### config.mk
export PLATFORM = sky130hd
export DESIGN_NAME = hilo_muldiv_unit
export DESIGN_NICKNAME = d
export VERILOG_FILES = /design/src/rtl/hilo_muldiv_unit.sv
export SDC_FILE = /design/constraint.sdc
export NUM_CORES = 1
export LEC_CHECK = 0
export CAP_MARGIN = 20
export CORE_ASPECT_RATIO = 2
export CORE_MARGIN = 3
export CORE_UTILIZATION = 30
export DETAILED_ROUTE_END_ITERATION = 7
export HOLD_SLACK_MARGIN = 0.12
export PLACE_DENSITY = 0.52
export SLEW_MARGIN = 20
export SYNTH_ARGS = -nofsm -noshare
export SYNTH_HDL_FRONTEND = slang
export SYNTH_SLANG_ARGS = --single-unit
### constraint.sdc
create_clock -name clk -period 3.15 [get_ports clk]
set_input_delay 0.63 -clock clk [delete_from_list [all_inputs] [get_ports clk]]
set_output_delay 0.63 -clock clk [all_outputs]
set_load 0.005 [all_outputs]
### src/rtl/hilo_muldiv_unit.sv
// Iterative radix-2 multiply/divide unit owning the HI/LO register pair.
// Divide support (DIVU/DIV) is built only when MULDIV_DIVIDE_EN is defined.
module hilo_muldiv_unit #(
    parameter int WIDTH = 32,
    parameter int CNT_W = 6
) (
    input  logic             clk,
    input  logic             reset,
    input  logic             start,
    input  logic [1:0]       op,
    input  logic [WIDTH-1:0] srca,
    input  logic [WIDTH-1:0] srcb,
    input  logic             we_hi,
    input  logic             we_lo,
    input  logic [WIDTH-1:0] wdata,
    output logic             busy,
    output logic             done,
    output logic [WIDTH-1:0] hi,
    output logic [WIDTH-1:0] lo
);

    typedef enum logic [1:0] {S_IDLE, S_RUN, S_FIN} state_t;

    state_t               state_q, state_d;
    logic [CNT_W-1:0]     cnt_q, cnt_d;
    logic [WIDTH-1:0]     a_q, a_d;
    logic [2*WIDTH-1:0]   acc_q, acc_d;
    logic                 neg_q, neg_d;
    logic [WIDTH-1:0]     hi_q, hi_d;
    logic [WIDTH-1:0]     lo_q, lo_d;
    logic                 done_q, done_d;

    logic                 accept;
    logic                 sgn_op;
    logic [WIDTH-1:0]     mag_a, mag_b;
    logic [WIDTH:0]       mul_sum;
    logic [2*WIDTH-1:0]   mul_step;
    logic [2*WIDTH-1:0]   prod;

`ifdef MULDIV_DIVIDE_EN
    logic [WIDTH-1:0]     b_q, b_d;
    logic                 is_div_q, is_div_d;
    logic                 rneg_q, rneg_d;
    logic                 div0_q, div0_d;
    logic [WIDTH:0]       div_r, div_diff;
    logic [2*WIDTH-1:0]   div_step;
`endif

    function automatic logic [WIDTH-1:0] magnitude(input logic [WIDTH-1:0] x, input logic sgn);
        return (sgn && x[WIDTH-1]) ? -x : x;
    endfunction

    always_comb begin
        state_d = state_q;
        cnt_d   = cnt_q;
        a_d     = a_q;
        acc_d   = acc_q;
        neg_d   = neg_q;
        hi_d    = hi_q;
        lo_d    = lo_q;
        done_d  = 1'b0;
`ifdef MULDIV_DIVIDE_EN
        b_d      = b_q;
        is_div_d = is_div_q;
        rneg_d   = rneg_q;
        div0_d   = div0_q;
        accept   = (state_q == S_IDLE) && start;
`else
        accept   = (state_q == S_IDLE) && start && !op[1];
`endif

        sgn_op = op[0];
        mag_a  = magnitude(srca, sgn_op);
        mag_b  = magnitude(srcb, sgn_op);

        // Multiplier sits in the low half of acc and shifts out as the product shifts in.
        mul_sum  = {1'b0, acc_q[2*WIDTH-1:WIDTH]} + (acc_q[0] ? {1'b0, a_q} : '0);
        mul_step = {mul_sum, acc_q[WIDTH-1:1]};
        prod     = neg_q ? -acc_q : acc_q;

`ifdef MULDIV_DIVIDE_EN
        // Restoring step: remainder in the high half, quotient bits enter at the bottom.
        div_r    = {acc_q[2*WIDTH-1:WIDTH], acc_q[WIDTH-1]};
        div_diff = div_r - {1'b0, b_q};
        div_step = div_diff[WIDTH] ? {div_r[WIDTH-1:0], acc_q[WIDTH-2:0], 1'b0}
                                   : {div_diff[WIDTH-1:0], acc_q[WIDTH-2:0], 1'b1};
`endif

        case (state_q)
            S_IDLE: begin
                if (accept) begin
                    state_d = S_RUN;
                    cnt_d   = CNT_W'(WIDTH);
                    neg_d   = sgn_op && (srca[WIDTH-1] ^ srcb[WIDTH-1]);
                    a_d     = mag_a;
                    acc_d   = {{WIDTH{1'b0}}, mag_b};
`ifdef MULDIV_DIVIDE_EN
                    is_div_d = op[1];
                    rneg_d   = sgn_op && srca[WIDTH-1];
                    div0_d   = (srcb == '0);
                    b_d      = mag_b;
                    if (op[1]) begin
                        // Raw dividend is kept for the divide-by-zero HI result.
                        a_d   = srca;
                        acc_d = {{WIDTH{1'b0}}, mag_a};
                    end
`endif
                end else begin
                    if (we_hi) hi_d = wdata;
                    if (we_lo) lo_d = wdata;
                end
            end
            S_RUN: begin
                cnt_d = cnt_q - 1'b1;
`ifdef MULDIV_DIVIDE_EN
                acc_d = is_div_q ? div_step : mul_step;
`else
                acc_d = mul_step;
`endif
                if (cnt_q == CNT_W'(1)) state_d = S_FIN;
            end
            S_FIN: begin
                state_d = S_IDLE;
                done_d  = 1'b1;
                hi_d    = prod[2*WIDTH-1:WIDTH];
                lo_d    = prod[WIDTH-1:0];
`ifdef MULDIV_DIVIDE_EN
                if (is_div_q) begin
                    if (div0_q) begin
                        hi_d = a_q;
                        lo_d = '1;
                    end else begin
                        lo_d = neg_q ? -acc_q[WIDTH-1:0] : acc_q[WIDTH-1:0];
                        hi_d = rneg_q ? -acc_q[2*WIDTH-1:WIDTH] : acc_q[2*WIDTH-1:WIDTH];
                    end
                end
`endif
            end
            default: state_d = S_IDLE;
        endcase
    end

    always_ff @(posedge clk) begin
        if (reset) begin
            state_q <= S_IDLE;
            cnt_q   <= '0;
            a_q     <= '0;
            acc_q   <= '0;
            neg_q   <= 1'b0;
            hi_q    <= '0;
            lo_q    <= '0;
            done_q  <= 1'b0;
`ifdef MULDIV_DIVIDE_EN
            b_q      <= '0;
            is_div_q <= 1'b0;
            rneg_q   <= 1'b0;
            div0_q   <= 1'b0;
`endif
        end else begin
            state_q <= state_d;
            cnt_q   <= cnt_d;
            a_q     <= a_d;
            acc_q   <= acc_d;
            neg_q   <= neg_d;
            hi_q    <= hi_d;
            lo_q    <= lo_d;
            done_q  <= done_d;
`ifdef MULDIV_DIVIDE_EN
            b_q      <= b_d;
            is_div_q <= is_div_d;
            rneg_q   <= rneg_d;
            div0_q   <= div0_d;
`endif
        end
    end

    assign busy = (state_q != S_IDLE);
    assign done = done_q;
    assign hi   = hi_q;
    assign lo   = lo_q;

endmodule

==> results of run 1 <==
[routing by layer]
metal  up-vias  part of all wire  global-route usage
met3        89             0.032              0.0295
met1      5344              0.34               0.194
met4         0             0.050               0.113
li1       5659                 -                   -
met2       289              0.58               0.423
met5         -                 0                   0
[where the power goes]
| group | internal, uW | switching [uW] |
|---|---|---|
| combinational | 695 | 784 |
| sequential | 2290 | 103 |
| clock | 1240 | 890 |
[worst max-delay path: cells and delay by family, from the launching register on]
kind             cells  cell delay [ns]
AND/OR/NAND/NOR      5             2.32
AO/OA/AOI/OAI        2             0.34
flip-flops           1             0.32
XOR/XNOR             1             0.22
[area by class of cell]
type	instances	area, um2
fillers	3696	20800
multi-input cells	1124	7420
repair buffers	327	2910
clock buffers	24	492
inverters	26	97.6
well taps	450	563
flip-flops and latches	170	3410
clock inverters	7	90.1
[flip-flops by register name, indices dropped and copies added (netlist names)]
name     flops
neg_q        1
hi          32
done         1
cnt_q        6
state_q      2
a_q         32
acc_q       64
lo          32
[stage by stage]
| step | power [uW] | TNS, ns | util | std cells | hold slack [ns] |
|---|---|---|---|---|---|
| 4_1_cts | 6010 | -0.551 | 0.412 | 2126 | 0.458 |
| 2_1_floorplan | 3100 | -0.211 | - | 1410 | 0.432 |
| 5_1_grt | 6280 | -1.91 | 0.419 | 2128 | 0.480 |
| 3_3_place_gp | 3840 | -6.22 | 0.392 | 2092 | 0.440 |
| 3_5_place_dp | 3850 | -6.35 | 0.392 | 2092 | 0.452 |
| 6_report | 6000 | -0.744 | 0.419 | 2128 | 0.455 |
[cell families after synthesis]
group / count (synthesis) / synth area share
adder cells (fa/ha/maj): 38 / 0.0444
XOR/XNOR: 137 / 0.110
multiplexers: 4 / 0.00368
buffers and inverters: 116 / 0.0403
flip-flops: 170 / 0.313
AND/OR/NAND/NOR: 501 / 0.223
AO/OA/AOI/OAI: 444 / 0.266
[worst paths after layout]
| path | from | to | slack [ns] | cells past startpoint |
|---|---|---|---|---|
| worst max-delay path | acc_q[7] | hi[11] | -0.16 | 8 |
| worst min-delay path | hi[21] | hi[21] | 0.45 | 2 |
| worst max register to register | acc_q[7] | hi[11] | -0.16 | 8 |
| worst min register to register | hi[21] | hi[21] | 0.45 | 2 |
[placed cells by master (no fill, tap or decap), drive strengths merged, types with 13 or more instances in the layout]
| master | count |
|---|---|
| dfxtp | 170 |
| clkdlybuf4s50 | 160 |
| buf | 160 |
| nor2 | 154 |
| nand2 | 139 |
| a21oi | 113 |
| xor2 | 92 |
| o21ai | 90 |
| a211oi | 58 |
| xnor2 | 45 |
| ha | 37 |
| a22oi | 36 |
| and2 | 35 |
| o31ai | 35 |
| or4 | 30 |
| clkbuf | 27 |
| inv | 26 |
| nand3 | 25 |
| nor3 | 25 |
| o41ai | 19 |
| or3 | 18 |
| nand2b | 14 |
| o22ai | 14 |
| a21o | 13 |
[what timing repair did]
| item | in CTS | in global routing |
|---|---|---|
| hold buffers | 0 | 0 |
| pin swaps | 19 | 36 |
| setup buffers | 3 | 5 |
| gates resized for setup | 32 | 55 |
| setup endpoints to repair | 25 | 32 |
==> metrics.yaml, run 1 <==
fin_ws_ns: -0.161
status: "complete, but fails checks"
fp.dieH_um: 275
slew_violations: 0
tightestPinTransition_ns: 0.752
cap_violations: 0
netlist_area_um2: 10900
critical_path.max_fanout: 3
synth_edf_count: 0
drive_gt1_frac: 0.163
antennaDiodeCount: 0
cts_tree: "done"
crit_path_frequent_cell: "or4_4"
ios: 169
syn_to_final_growth_pct: 37.7
ant_nets: 0
rows: 98
dp_slack_ns: -0.581
start_kind: "flip-flop"
rsz0062_at_grt: "yes"
gp_congestion: 0.946
fp.dieW_um: 141
synth_seq_area_share: 0.313
wl_um: 41200
yosysMostFrequentCell: "dfxtp_1"
dieArea_um2: 38700
dpl_cell_area_um2: 14000
synth_nets: 1551
via_count: 11400
hpwl_um: 33100
cp_data_required_time_ns: 3.48
avgRoutedWirePerCell_um: 19.4
drt-initial-drc-count: 620
power.leakage_uw: 0.00573
synth_ff_type: "dfxtp_1"
max_slew_margin: 0.494
synthArstFlopShare: 0
grt.overflow.total: 0
start_util: 0.304
drc: 0
peakVddDrop_uv: 360
yosysTopAreaCellShare: 0.313
clock_skew_ns: 0.00834
grt_usage: 0.208
cts_root_buffer: "clkbuf_16"
avgViaCountPerCell: 5.35
synth_commonest_cells: "170 x dfxtp_1, 154 x nor2_1, 139 x nand2_1"
cp-end-kind: "flip-flop"
port_buffers: 168
design.core.area_um2: 35800
critPathSlowestCell: "or4_4"
cts_made_buffers: 17
grt_pass1_wl_um: 62800
min_period_over_period: 1.05
period_needed_ns: 3.31
clockBufferDepth: 2
synthCells: 1410
violations: "negative setup slack"
antenna_found_initial: 0
report.final.hold_viol_count: 0
first_global_vias: 11400
first_pass_iters: 5
final_area_um2: 15000
synth_area_leaders: "dfxtp_1 31%, xor2_1 7.4%, nor2_1 5.3%"
crit_arrival_ns: 3.64
synth-seq-cells: 170
ys_types: 64
worstHoldPathType: "flip-flop to flip-flop"
worstSetupPathType: "flip-flop to flip-flop"
nets: 1807
grt_start_max_net_pins: 69
fmax_mhz: 302
cts_max_level: 4
cts.sinks: 170
ys_warn_count: 0
path_clk_slew_ns: 0.07
insertion_delay_ns: 0.45
max_stage_delay_ns: 0.58
synth_area_leader_cell: "dfxtp_1"
crit_chain: "or4_4 -> or4_4 -> or4b_4 -> or2_4 -> or3_4 -> o31ai_4 -> xor2_1 -> a211oi_1"
setup_viol: 8
syn_area_per_cell_um2: 7.72
power_density_nw_per_um2: 400
(Power assumes the default switching activity.)
==> run 2, diff against run 1 <==
--- a/config.mk
+++ b/config.mk
@@ -9,9 +9,11 @@
 export CORE_ASPECT_RATIO = 2
 export CORE_MARGIN = 3
 export CORE_UTILIZATION = 30
+export CTS_BUF_LIST = sky130_fd_sc_hd__clkbuf_4 sky130_fd_sc_hd__clkbuf_8
 export DETAILED_ROUTE_END_ITERATION = 7
 export HOLD_SLACK_MARGIN = 0.12
 export PLACE_DENSITY = 0.52
+export SETUP_SLACK_MARGIN = 0.05
 export SLEW_MARGIN = 20
 export SYNTH_ARGS = -nofsm -noshare
 export SYNTH_HDL_FRONTEND = slang
==> run 2 against run 1 <==
  * The run still ends with negative setup slack left
  * Global-route usage up 0.066 points
  * Register-to-register slack about the same
  * Largest cell class unchanged
  * Critical path depth unchanged
  * Total power down 4.1%
  * Sequential share of layout area down 0.50 points
  * Clock skew up 0.0045 ns
==> metrics.yaml, run 2 (synthesis gave the netlist of run 1 again) <==
grt_usage: 0.209  # +0.000657
crit_arrival_ns: 3.70  # +0.06 ns
postCtsHoldBufs: 0  # unchanged
insertion_delay_ns: 0.51  # +0.06 ns
first_pass_iters: 4  # -1
crit_path_frequent_cell: "or4_4"
cp-end-kind: "flip-flop"
worstHoldPathType: "primary input to flip-flop"
fp.dieW_um: 141  # unchanged
post-place-cells: 2097  # +0.24%
cts.sinks: 170  # unchanged
largest_reg_flops: 64  # unchanged
worst-path-buf-inv: 0  # unchanged
fp.dieH_um: 275  # unchanged
min_period_over_period: 1.05  # -0.00261
rsz0062_at_grt: "yes"
cts_made_buffers: 17  # unchanged
gp_congestion: 0.908  # -4.1%
wl_um: 41500  # +0.65%
critPathSlowestCell: "or4_4"
dieArea_um2: 38700  # unchanged
path_clk_slew_ns: 0.09  # +0.02 ns
violations: "negative setup slack"
grt_start_max_net_pins: 124  # +80%
grt_pass1_wl_um: 63100  # +0.46%
total_power_uw: 5760  # -4.1%
power_density_nw_per_um2: 376  # -6.2%
crit_chain: "or4_4 -> or4_4 -> or3_4 -> or4_4 -> or2_4 -> o21ai_2 -> xor2_1 -> a2111oi_1"
tightestPinTransition_ns: 0.874  # +0.121 ns
cp_data_required_time_ns: 3.55  # +0.07 ns
ant_nets: 0  # unchanged
seq_area_um2: 3410  # about the same
top_register: "acc_q"
clock_skew_ns: 0.0129  # +0.00453 ns
worstSetupPathType: "flip-flop to flip-flop"
slew_violations: 0  # unchanged
final_cells: 2142  # +0.66%
port_buffers: 168  # unchanged
critical_path.max_fanout: 4  # +1
clockBufferDepth: 2  # unchanged
dp_slack_ns: -0.516  # +0.0653 ns
peakVddDrop_uv: 275  # -24%
start_kind: "flip-flop"
report.final.hold_viol_count: 0  # unchanged
fmax_mhz: 303  # +0.25%
status: "complete, but fails checks"
multi_input_comb_area_um2: 7660  # +3.2%
rows: 98  # unchanged
cap_violations: 0  # unchanged
post-route-util: 0.428  # +0.00951
first_global_vias: 11500  # +0.77%
setup_viol: 8  # unchanged
start_util: 0.304  # unchanged
cts_max_level: 4  # unchanged
avgViaCountPerCell: 5.33  # -0.41%
final_cell_mix: "165 x dfxtp_1, 160 x clkdlybuf4s50_1, 155 x buf_4"
max_stage_delay_ns: 0.59  # about the same
ios: 169  # unchanged
hpwl_um: 32900  # -0.66%
power.leakage_uw: 0.00582  # +1.6%
antenna_found_initial: 1  # +1
cts_tree: "done"
drc: 0  # unchanged
period_needed_ns: 3.30  # -0.00822 ns
drive_gt1_frac: 0.184  # +0.0206
dpl_cell_area_um2: 14200  # +1.0%
fill_cells: 3719  # +0.62%
via_count: 11400  # +0.25%
syn_to_final_growth_pct: 40.8
avgRoutedWirePerCell_um: 19.4  # about the same
drt-initial-drc-count: 640  # +3.2%
nets: 1819  # +0.66%
mostFrequentLayoutCell: "dfxtp_1"
max_slew_margin: 0.415  # -0.0784
grt.overflow.total: 0  # unchanged
design.core.area_um2: 35800  # unchanged
critPathTopFamily: "simple AND/OR/NAND/NOR gates"
cts_root_buffer: "clkbuf_8"
final_area_um2: 15300  # +2.3%
fin_ws_ns: -0.153  # +0.00822 ns
run 2: cell count changes in the layout (fill, tap and decap cells not counted), moves of 4 or more:
cell / previous run / this run
buf_12: 3 / 8
ha_1: 36 / 31
clkbuf_8: 4 / 18
clkbuf_16: 17 / 1
buf_4: 151 / 155
ha_4: 0 / 5
dlymetal6s2s_1: 0 / 4
o21ai_0: 86 / 81
o21ai_1: 2 / 6
run 2: worst paths after layout:
| kind | start | endpoint | slack, ns | cells after the start |
|---|---|---|---|---|
| worst min register to register | a_q[31] | a_q[31] | 0.46 | 2 |
| worst min-delay path | reset | cnt_q[4] | 0.36 | 2 |
| worst max register to register | acc_q[4] | hi[27] | -0.15 | 8 |
| worst max-delay path | acc_q[4] | hi[27] | -0.15 | 8 |
run 2: power by group:
part,total (uW),internal [uW],switching [uW]
clock,1840,968,875
combinational,1530,727,802
sequential,2380,2290,98.9
total,5760,3980,1780
run 2: routing by layer:
metal / part of all wire / track usage / wire [um]
met5: 0 / 0 / 0
met2: 0.57 / 0.424 / 23800
met1: 0.34 / 0.199 / 14200
met4: 0.052 / 0.111 / 2170
met3: 0.030 / 0.0250 / 1220
run 2: worst register-to-register path: cells and delay by family (launching register included):
kind | cells | cell delay (ns)
xor gates and xnor gates | 1 | 0.10
AOI/OAI and AO/OA | 2 | 0.47
and+or+nand+nor | 5 | 2.30
DFF | 1 | 0.33
run 2: what timing repair did:
| item | CTS | global route |
|---|---|---|
| endpoints found under the hold margin | 0 | 0 |
| gates cloned | 0 | 1 |
| pin swaps | 25 | 41 |
| setup endpoints to repair | 27 | 38 |
| resized for setup | 41 | 74 |
| buffers inserted | 3 | 11 |
run 2: final cells by class:
class                      count  area share
inverter                      26     0.00637
sequential                   170       0.222
multi-input combinational   1124       0.500
tap                          450      0.0367
clock inverter                14      0.0143
antenna                        1    0.000163
clock buffer                  18      0.0162
timing repair buffer         339       0.204
run 2: through the flow:
stage,hold slack (ns),TNS (ns)
after global placement,0.440,-6.29
after floorplan,0.432,-0.129
after global routing,0.352,-1.50
after CTS,0.325,-0.756
final,0.359,-0.718
after detailed placement,0.449,-7.05
==> run 3, diff against run 2 <==
--- a/config.mk
+++ b/config.mk
@@ -13,7 +13,7 @@
 export DETAILED_ROUTE_END_ITERATION = 7
 export HOLD_SLACK_MARGIN = 0.12
 export PLACE_DENSITY = 0.52
-export SETUP_SLACK_MARGIN = 0.05
+export SETUP_SLACK_MARGIN = 0.4
 export SLEW_MARGIN = 20
 export SYNTH_ARGS = -nofsm -noshare
 export SYNTH_HDL_FRONTEND = slang
==> run 3 against run 2 <==
  * The run still ends with negative setup slack left
  * Wire length increased by 2.6%
  * Cell count increased by 1.7%
  * Sequential power about the same
  * Utilization increased by 2.3 points
  * Die area unchanged
  * Worst setup slack got worse by 0.0053 ns
  * Clock power decreased by 8%
  * Critical path depth unchanged
  * Sequential share of layout area decreased by 1.1 points
  * Via count increased by 2.0%
  * Critical path type unchanged
  * Largest cell class unchanged
  * Largest power group unchanged
  * Highest routed layer unchanged
==> metrics.yaml, run 3 (synthesis gave the netlist of run 1 again) <==
worst-path-buf-inv: 0  # unchanged
dieArea_um2: 38700  # unchanged
cp_data_required_time_ns: 3.55  # about the same
critPathSlowestCell: "or4_4"
max_slew_margin: 0.435  # +0.0195
cts.sinks: 170  # unchanged
setup_viol: 8  # unchanged
drc: 0  # unchanged
crit_arrival_ns: 3.71  # about the same
report.final.hold_viol_count: 0  # unchanged
cts_made_buffers: 17  # unchanged
grt_usage: 0.214  # +0.00493
avgRoutedWirePerCell_um: 19.6  # +0.95%
cp-end-kind: "flip-flop"
ios: 169  # unchanged
cts_root_buffer: "clkbuf_8"
critical_path.max_fanout: 3  # -1
rows: 98  # unchanged
min_period_over_period: 1.05  # +0.00168
fp.dieW_um: 141  # unchanged
first_pass_iters: 5  # +1
final_cells: 2178  # +1.7%
top_register: "acc_q"
cts_tree: "done"
gp_congestion: 0.915  # +0.77%
whs_ns: 0.463  # +0.104 ns
clock_skew_ns: 0.0143  # +0.00142 ns
grt.overflow.total: 0  # unchanged
post-place-cells: 2113  # +0.76%
port_buffers: 168  # unchanged
violations: "negative setup slack"
worstSetupPathType: "flip-flop to flip-flop"
fp.dieH_um: 275  # unchanged
power_density_nw_per_um2: 357  # -5.1%
fin_ws_ns: -0.158  # -0.00529 ns
cts_max_level: 4  # unchanged
power.leakage_uw: 0.00606  # +4.2%
worstHoldPathType: "flip-flop to flip-flop"
avgViaCountPerCell: 5.35  # +0.36%
crit_chain: "or4_4 -> or4_4 -> or3_4 -> or4_4 -> or2_4 -> o21ai_2 -> xor2_1 -> a2111oi_0"
peakVddDrop_uv: 280  # +1.8%
crit_path_frequent_cell: "or4_4"
start_kind: "flip-flop"
design.core.area_um2: 35800  # unchanged
largest_reg_flops: 64  # unchanged
ant_nets: 0  # unchanged
hpwl_um: 33600  # +2.3%
critPathTopFamily: "simple AND/OR/NAND/NOR gates"
syn_to_final_growth_pct: 48.2
via_count: 11600  # +2.0%
max_stage_delay_ns: 0.58  # about the same
cap_violations: 0  # unchanged
path_clk_slew_ns: 0.09  # about the same
grt_pass1_wl_um: 64300  # +2.0%
final_cell_mix: "176 x buf_4, 164 x dfxtp_1, 157 x clkdlybuf4s50_1"
insertion_delay_ns: 0.51  # about the same
tns_ns: -0.633  # +0.0846 ns
drt-initial-drc-count: 573  # -10%
fmax_mhz: 302  # -0.16%
start_util: 0.304  # unchanged
mostFrequentLayoutCell: "buf_4"
rsz0062_at_grt: "yes"
nets: 1855  # +2.0%
grt_start_max_net_pins: 65  # -48%
wl_um: 42600  # +2.6%
post-route-util: 0.451  # +0.0225
antenna_found_initial: 1  # unchanged
drive_gt1_frac: 0.255  # +0.0709
period_needed_ns: 3.31  # +0.00529 ns
clockBufferDepth: 2  # unchanged
slew_violations: 0  # unchanged
status: "complete, but fails checks"
tightestPinTransition_ns: 0.848  # -0.0260 ns
first_global_vias: 11700  # +2.3%
-- run 3: cell types whose count changed in the layout (fill, tap and decap cells not counted), sizes merged --
cell           delta
clkbuf            +4
bufinv            -2
clkinvlp          +1
dlygate4sd2       -3
dlymetal6s2s      -1
clkdlybuf4s15     +1
buf              +41
clkdlybuf4s50     -3
inv               -2
-- run 3: worst min-delay path: cells and delay by family, from the launching register on --
kind	cells	cell delay, ns
flops	1	0.32
simple gates	1	0.05
compound gates	1	0.05
-- run 3: what timing repair did --
action                                  in CTS  in global routing
pin swaps                                   54                 65
resized for setup                          168                110
endpoints found under the setup margin      65                 74
hold buffers                                 0                  0
setup buffers                               15                 17
-- run 3: final cells by class --
| type | instances | area [um2] |
|---|---|---|
| well taps | 450 | 563 |
| repair buffers | 375 | 3390 |
| multi-input cells | 1124 | 8250 |
| inverters | 26 | 100 |
| diodes | 1 | 2.50 |
| flip-flops and latches | 170 | 3410 |
| clock inverters | 11 | 145 |
| clock buffers | 21 | 277 |
| fillers | 3588 | 19700 |
-- run 3: final timing paths --
kind	startpoint	endpoint	slack, ns	depth (start not counted)
worst min register to register	lo[2]	lo[2]	0.46	2
worst min-delay path	lo[2]	lo[2]	0.46	2
worst max register to register	acc_q[5]	hi[27]	-0.16	8
worst max-delay path	acc_q[5]	hi[27]	-0.16	8
-- run 3: power breakdown --
part           switching (uW)  internal, uW  total (uW)
Clock                     851           840        1690
Combinational             874           800        1670
Sequential                103          2290        2390
Total                    1830          3930        5750
-- run 3: metrics by stage --
| step | area [um2] | worst slack [ns] | total power (uW) |
|---|---|---|---|
| after floorplan | 11100 | -0.0779 | 3110 |
| after global placement | 14300 | -0.498 | 3880 |
| after detailed placement | 14300 | -0.536 | 3900 |
| after CTS | 15600 | -0.144 | 5680 |
| after global routing | 16100 | -0.213 | 6010 |
| final | 16100 | -0.158 | 5750 |
-- run 3: routing by layer --
metal  global-route usage  share of wire  vias to the layer above
li1                     -              -                     5742
met1                0.197           0.34                     5518
met2                0.439           0.57                      280
met3               0.0300          0.030                      102
met4                0.114          0.056                        0
met5                    0              0                        -
